**config.mk**
```make
export PLATFORM = sky130hd
export DESIGN_NAME = bus_rr_scheduler
export DESIGN_NICKNAME = d
export VERILOG_FILES = /design/src/rtl/bus_rr_scheduler.sv
export SDC_FILE = /design/constraint.sdc
export NUM_CORES = 1
export LEC_CHECK = 0
export ABC_AREA = 1
export BUFFER_PORTS_ARGS = -buffer_cell sky130_fd_sc_hd__buf_4
export CAP_MARGIN = 30
export CORE_AREA = 3 3 146 148
export DETAILED_ROUTE_END_ITERATION = 16
export DIE_AREA = 0 0 149 151
export HOLD_SLACK_MARGIN = 0.08
export PLACE_DENSITY_LB_ADDON = 0.12
export SLEW_MARGIN = 40
export SYNTH_ARGS = -nofsm -noshare
export SYNTH_HDL_FRONTEND = slang
export SYNTH_SLANG_ARGS = --single-unit
```
**constraint.sdc**
```tcl
create_clock -name clk -period 2.25 [get_ports clk]
set_input_delay 0.45 -clock clk [delete_from_list [all_inputs] [get_ports clk]]
set_output_delay 0.45 -clock clk [all_outputs]
set_load 0.02 [all_outputs]
```
**src/rtl/bus_rr_scheduler.sv**
```systemverilog
// Round-robin bus scheduler: grants one pending device, pops its head packet and
// pushes it to the decoded destination (or all other devices on broadcast).

module bus_rr_lane #(
  parameter int          IDX       = 0,
  parameter logic [7:0]  BROADCAST = 8'hFF
) (
  input  logic [3:0] winner,
  input  logic [3:0] grant,
  input  logic [7:0] dest,
  output logic       pop_bit,
  output logic       push_bit
);
  assign pop_bit  = (winner == 4'(IDX));
  // The source never receives its own packet; an out-of-range dest matches no lane.
  assign push_bit = (dest == BROADCAST) ? (grant != 4'(IDX))
                                        : ((dest == 8'(IDX)) && (grant != 4'(IDX)));
endmodule

module bus_rr_scheduler #(
  parameter int         DRVRS     = 5,
  parameter int         PCKG_SZ   = 32,
  parameter logic [7:0] BROADCAST = 8'hFF
) (
  input  logic                            clk,
  input  logic                            reset,
  input  logic [DRVRS-1:0]                pndng,
  input  logic [DRVRS-1:0][PCKG_SZ-1:0]   D_pop,
  output logic [DRVRS-1:0]                pop,
  output logic [DRVRS-1:0]                push,
  output logic [DRVRS-1:0][PCKG_SZ-1:0]   D_push,
  output logic                            busy,
  output logic [3:0]                      grant_id,
  output logic [15:0]                     pkt_cnt,
  output logic [15:0]                     drop_cnt
);
  typedef enum logic [1:0] {IDLE, POP, PUSH} state_t;

  state_t               state, state_nxt;
  logic [3:0]           winner;
  logic                 found;
  logic [PCKG_SZ-1:0]   head, pkt;
  logic [DRVRS-1:0]     pop_mask, pop_mask_nxt, push_mask, push_mask_nxt;

  // Two passes: devices above the last grant first, then wrap to the bottom.
  always_comb begin
    winner = grant_id;
    found  = 1'b0;
    for (int i = 0; i < DRVRS; i++)
      if (!found && pndng[i] && (4'(i) > grant_id)) begin
        winner = 4'(i);
        found  = 1'b1;
      end
    for (int i = 0; i < DRVRS; i++)
      if (!found && pndng[i] && (4'(i) <= grant_id)) begin
        winner = 4'(i);
        found  = 1'b1;
      end
  end

  always_comb begin
    head = '0;
    for (int i = 0; i < DRVRS; i++)
      if (grant_id == 4'(i)) head = D_pop[i];
  end

  for (genvar i = 0; i < DRVRS; i++) begin : g_lane
    bus_rr_lane #(.IDX(i), .BROADCAST(BROADCAST)) u_lane (
      .winner   (winner),
      .grant    (grant_id),
      .dest     (head[PCKG_SZ-1 -: 8]),
      .pop_bit  (pop_mask_nxt[i]),
      .push_bit (push_mask_nxt[i])
    );
    assign D_push[i] = pkt;
  end

  always_comb begin
    state_nxt = state;
    case (state)
      IDLE:    if (found) state_nxt = POP;
      POP:     state_nxt = PUSH;
      PUSH:    state_nxt = IDLE;
      default: state_nxt = IDLE;
    endcase
  end

  always_ff @(posedge clk or negedge reset) begin
    if (!reset) begin
      state     <= IDLE;
      grant_id  <= 4'(DRVRS-1);
      pop_mask  <= '0;
      push_mask <= '0;
      pkt       <= '0;
      pkt_cnt   <= '0;
      drop_cnt  <= '0;
    end else begin
      state <= state_nxt;
      case (state)
        IDLE: if (found) begin
          grant_id <= winner;
          pop_mask <= pop_mask_nxt;
        end
        POP: begin
          pkt       <= head;
          push_mask <= push_mask_nxt;
        end
        PUSH: begin
          // An empty mask means the packet was dropped.
          if (|push_mask) begin
            if (pkt_cnt != 16'hFFFF) pkt_cnt <= pkt_cnt + 16'd1;
          end else begin
            if (drop_cnt != 16'hFFFF) drop_cnt <= drop_cnt + 16'd1;
          end
        end
        default: ;
      endcase
    end
  end

  assign pop  = (state == POP)  ? pop_mask  : '0;
  assign push = (state == PUSH) ? push_mask : '0;
  assign busy = (state != IDLE);
endmodule

```
# Word-level counts from Yosys, hierarchy flattened
# Index checks and enable logic that the tools add are counted.
[word_totals]
register_bits = 80
in_bits = 167
wordCells = 119
[op_classes]
add_sub_neg = 2
order_cmp = 10
n_eq_ne = 22
mux = 34
bitwise = 1
reduce_logical = 43
[ops]
columns = ["op", "n"]
rows = [
  ["$mux 32", 5],
  ["$mux 4", 10],
  ["$add 16x1->16 const B", 2],
  ["$ne 16x16->1 const B", 2],
  ["$logic_and 1x1->1", 24],
  ["$eq 4x2->1 const B", 4],
  ["$eq 8x2->1 const B", 2],
  ["$mux 1", 15],
  ["$mux 5", 2],
  ["$logic_not 1->1", 9],
  ["$eq 4x1->1 const B", 2],
  ["$eq 4x3->1 const B", 2],
  ["$eq 8x1->1 const B", 1],
  ["$eq 8x3->1 const B", 1],
  ["$eq 8x8->1 const B", 1],
  ["$gt 1x4->1 const A", 2],
  ["$gt 2x4->1 const A", 2],
  ["$le 1x4->1 const A", 2],
  ["$le 2x4->1 const A", 2],
  ["$logic_not 4->1", 2],
  ["$logic_not 8->1", 1],
  ["$ne 4x2->1 const B", 2],
  ["$reduce_and 3->1", 2],
  ["$reduce_or 5->1", 1],
  ["14 further kinds", 14],
]

# Depth between registers and ports, before layout
[depth]
ltp_word = 41
ltp_mapped = 15
ltp_nobuf = 14

# Hierarchy
# A second synthesis with hierarchy kept.
[hier_totals]
cells_unflattened = 897
hier_area_um2 = 6134.6
[modules_own_cells]
columns = ["mod", "instances", "cells_each", "area_each_um2", "seq_area_each_um2"]
rows = [
  ["bus_rr_scheduler", 1, 769, 5606.6, 2003.2],
  ["bus_rr_lane (g_lane[1].u_lane ...)", 2, 27, 117.6, 0.0],
  ["bus_rr_lane (g_lane[4].u_lane)", 1, 28, 112.6, 0.0],
  ["bus_rr_lane (g_lane[3].u_lane)", 1, 26, 101.3, 0.0],
  ["bus_rr_lane (g_lane[0].u_lane)", 1, 20, 78.8, 0.0],
]

# Worst setup path before layout
# Ideal clock, no wire load.
[synth_timing]
kind = "reg-to-output"
startpoint = "register state[0]"
endpoint = "output port pop[0]"
arrival_ps = 1494
required_time_ps = 1800
slack_ps = 306
path_stages_with_launch = 7
path_cell_list = "dfrtp_1 -> inv_1 -> nor2_1 -> inv_1 -> clkbuf_1 -> buf_1 -> nor2_1"
[synth_between]
elab_chain_cells = 2
[synth_lines]
columns = ["element", "line_no", "rtl"]
rows = [
  ["start: declaration", "39", "state_t state, state_nxt;"],
  ["start signal: assignment", "98", "state <= state_nxt;"],
  ["$eq 2x1->1", "121", "assign pop = (state == POP) ? pop_mask : '0;"],
  ["$mux 5", "121", ""],
  ["end: declaration", "29", "output logic [DRVRS-1:0] pop,"],
]
# No other way between the ends.

# Worst setup path after layout
[layout_timing]
startpoint = "register grant_id[2]"
endpoint = "register push_mask[3]"
[layout_between]
elab_chain_cells = 9
elab_cells_between_ends = 15
[layout_lines]
columns = ["element", "line_no", "rtl"]
rows = [
  ["start: declaration", "33", "output logic [3:0] grant_id,"],
  ["start signal: assignment", "91", "grant_id <= 4'(DRVRS-1);"],
  ["start signal: assignment", "101", "grant_id <= winner;"],
  ["$logic_not 4->1", "64", "if (grant_id == 4'(i)) head = D_pop[i];"],
  ["$mux 32 (5 in a row)", "64", ""],
  ["$eq 8x2->1", "17", ": ((dest == 8'(IDX)) && (grant != 4'(IDX)));"],
  ["$logic_and 1x1->1", "17", ""],
  ["$mux 1 (*)", "16", "assign push_bit = (dest == BROADCAST) ? (grant != 4'(IDX))"],
  ["end signal: assignment", "106", "push_mask <= push_mask_nxt;"],
  ["end: declaration", "43", "logic [DRVRS-1:0] pop_mask, pop_mask_nxt, push_mask, push_mask_nxt;"],
]
# Mark *: on every way between the ends. The rest lies on a longest branch, timed or not.
# A chain may end at the register's enable or synchronous reset.

==> impl_metrics.yaml <==
final_layout:
  syn_to_final_growth_pct: 39.9
  nNetsFinal: 1259
  antenna_cells: 0
  drive_gt1_share_pct: 41.8
  stdcell_area_um2: 8610
  fin_cells: 1365
  final_common_cell: "buf_4"
  layout_common_cells: "buf_4 (387), nand2_1 (214), nor2_1 (87)"
  layout.area.seq_um2: 2000
  nFillCells: 2141
  fin_util_pct: 42.7
  multi_input_area_um2: 2800
timing:
  rsz0062_at_grt: "false"
  clock_skew_ns: 0.00730
  setup_viol: 0
  fin_ws_ns: 0.264
  worst_pin_slew_ns: 0.491
  hold_viol: 0
  period_share_pct: 88.3
  tns_ns: 0
  relSlewSlack_pct: 67.2
  fmax_mhz: 504
  holdWs_ns: 0.374
  maxSlewViolCount: 0
  post-route-min-period_ns: 1.99
worst_setup_path:
  cp_max_fo: 11
  ff2ff_path_depth: 13
  end_kind: "flop"
  arrival_ns: 2.20
  reg2reg_from: "grant_id[2]"
  startpoint: "grant_id[2]"
  cp-start-kind: "flop"
  worstPathRequired_ns: 2.46
  criticalPathCategory: "flop to flop"
placed_design:
  place_area_um2: 8340
  dp_hpwl_mm: 19.0
  placedCellCount: 1348
  pre_cts_ws_ns: 0.269
  io_buffers: 373
  gp_congestion: 0.854
logic_synthesis:
  async_flop_share_pct: 100
  ys_ff_latch: 80
  synth_cell_type_count: 42
  synth_seq_area_share_pct: 32.5
  syn_avg_cell_area_um2: 7.29
  syn_inst: 844
  ys_warn_count: 0
  synth_nets: 1013
  synth_flop_cell: "dfrtp_1"
  synth_edf_count: 0
  synth_area_um2: 6160
floorplanning:
  die_y_um: 151
  dieArea_um2: 22500
  start_util_pct: 30.5
  rows: 52
  chipWidth_um: 149
  fp.coreArea_um2: 20200
  ioPinCount: 374
drt:
  viasPerCell: 4.53
  drt_pre_antenna_iters: 5
  wl_met3_mm: 1.86
  routedWlPerCell_um: 17.1
  drtAntennaViolNets: 0
  num_vias: 6184
  wl_met2_mm: 11.5
  route.detailed.drc: 0
  totalWireLength_mm: 23.4
  routed.top_layer: "met4"
  wl_met1_mm: 9.72
  drt_iter0_drc: 228
pwr:
  p_switching_mw: 6.42
  p_sw_share_pct: 52.4
  pwr-share-seq_pct: 21.8
  power.density_nw_per_um2: 1420
  internal-power_mw: 5.83
  power_mw: 12.2
  p_leak_nw: 4.46
  p_comb_share_pct: 67.2
  clkPwrFrac_pct: 11.0
  peakVddDrop_uv: 1160
grt:
  grt_pass1_vias: 6069
  grt_max_degree: 44
  grt_pass1_wl_mm: 34.8
  overflow: 0
  grtUsageTotal_pct: 19.9
  antenna_found_initial: 0
clock_network:
  path_clk_slew_ns: 0.06
  postCtsSetupRepairBufs: 0
  cts_htree_levels: 3
  insertion_delay_ns: 0.34
  root_buffer: "clkbuf_16"
  cts.sinks: 80
  cts_tree: "yes"
  cts_buffer_depth: 2
  cts_made_buffers: 9
run_status:
  status: "finished clean"
hold_path:
  hp-class: "input pin to flop"
  hold_path_depth: 3
  min_from: "D_pop[137]"
job:
  max-cap-violations: 0
layout make-up:
cell class	instances	area share (%)
clock buffer	11	2.70
sequential	80	23.3
clock inverter	5	0.392
inverter	68	2.96
multi-input combinational	541	32.5
tap	270	3.92
timing repair buffer	390	34.3
layer usage:
metal	GRT usage (%)	vias to the layer above
met1	25.0	2832
li1	-	3110
met4	4.03	0
met2	34.4	221
met3	5.66	21
met5	0	-
power groups by stage:
stage	registers, mW	logic, mW	clock network [mW]
2_1_floorplan	2.87	5.88	0
3_3_place_gp	2.70	8.31	0
3_5_place_dp	2.72	8.32	0
4_1_cts	2.71	8.33	1.40
5_1_grt	2.78	8.92	1.46
6_report	2.68	8.23	1.34
worst max-delay path: stages (launching register included):
cell and delay [ns]:
dfstp_2 0.61, nor2_4 0.08, nand2_2 0.09, inv_2 0.12
nand2_1 0.09, nand2_1 0.05, nor2_1 0.20, nand3_2 0.15
o21ai_2 0.12, nor2_1 0.07, nand2_2 0.09, nand2_1 0.06
nand2_1 0.07, o21ai_2 0.05
synthesized netlist by cell type (all sizes together) (2+ instances only):
library cell / count / area share, %
ha: 2 / 0.41
a31oi: 14 / 1.4
nand3b: 3 / 0.43
inv: 67 / 4.1
nand3: 74 / 6.9
nand2: 226 / 14
buf: 143 / 17
dfrtp: 79 / 32
xnor2: 10 / 1.4
a41oi: 5 / 0.71
nor4: 2 / 0.20
xor2: 17 / 2.4
a21oi: 10 / 0.87
o21ai: 24 / 2.1
nor3: 11 / 0.98
a221oi: 18 / 2.6
nand4: 12 / 1.4
clkbuf: 12 / 0.73
o211ai: 2 / 0.24
nor2: 103 / 7.6
a32o: 5 / 0.81
kinds of logic (layout without fill, tap and decap cells):
family	count (synthesis)	in the layout	share of synthesized area, %
compound gates	80	80	8.96
xor+xnor	27	27	3.84
fa+ha+maj	2	2	0.406
buf+inv	223	474	22.2
flops	80	80	32.5
simple gates	432	432	32.1
repair_timing:
action / CTS / global route
hold buffers: 1 / 0
resized for setup: 0 / 0
hold endpoints to repair: 29 / 0
final timing paths:
kind | endpoint | slack [ns]
min in group asynchronous | pkt[10] | 0.59
hold reg to reg | pop_mask[0] | 0.48
setup / recovery | push_mask[3] | 0.26
setup reg to reg | push_mask[3] | 0.26
hold / removal | pkt[9] | 0.37
max in group asynchronous | grant_id[2] | 1.02
flip-flops by register name (all words and copies together), names as in the netlist:
name       flops
pop_mask       5
push_mask      5
drop_cnt      16
pkt           32
state          2
grant_id       4
pkt_cnt       16
Note: power is estimated with default switching activity, not from simulation.
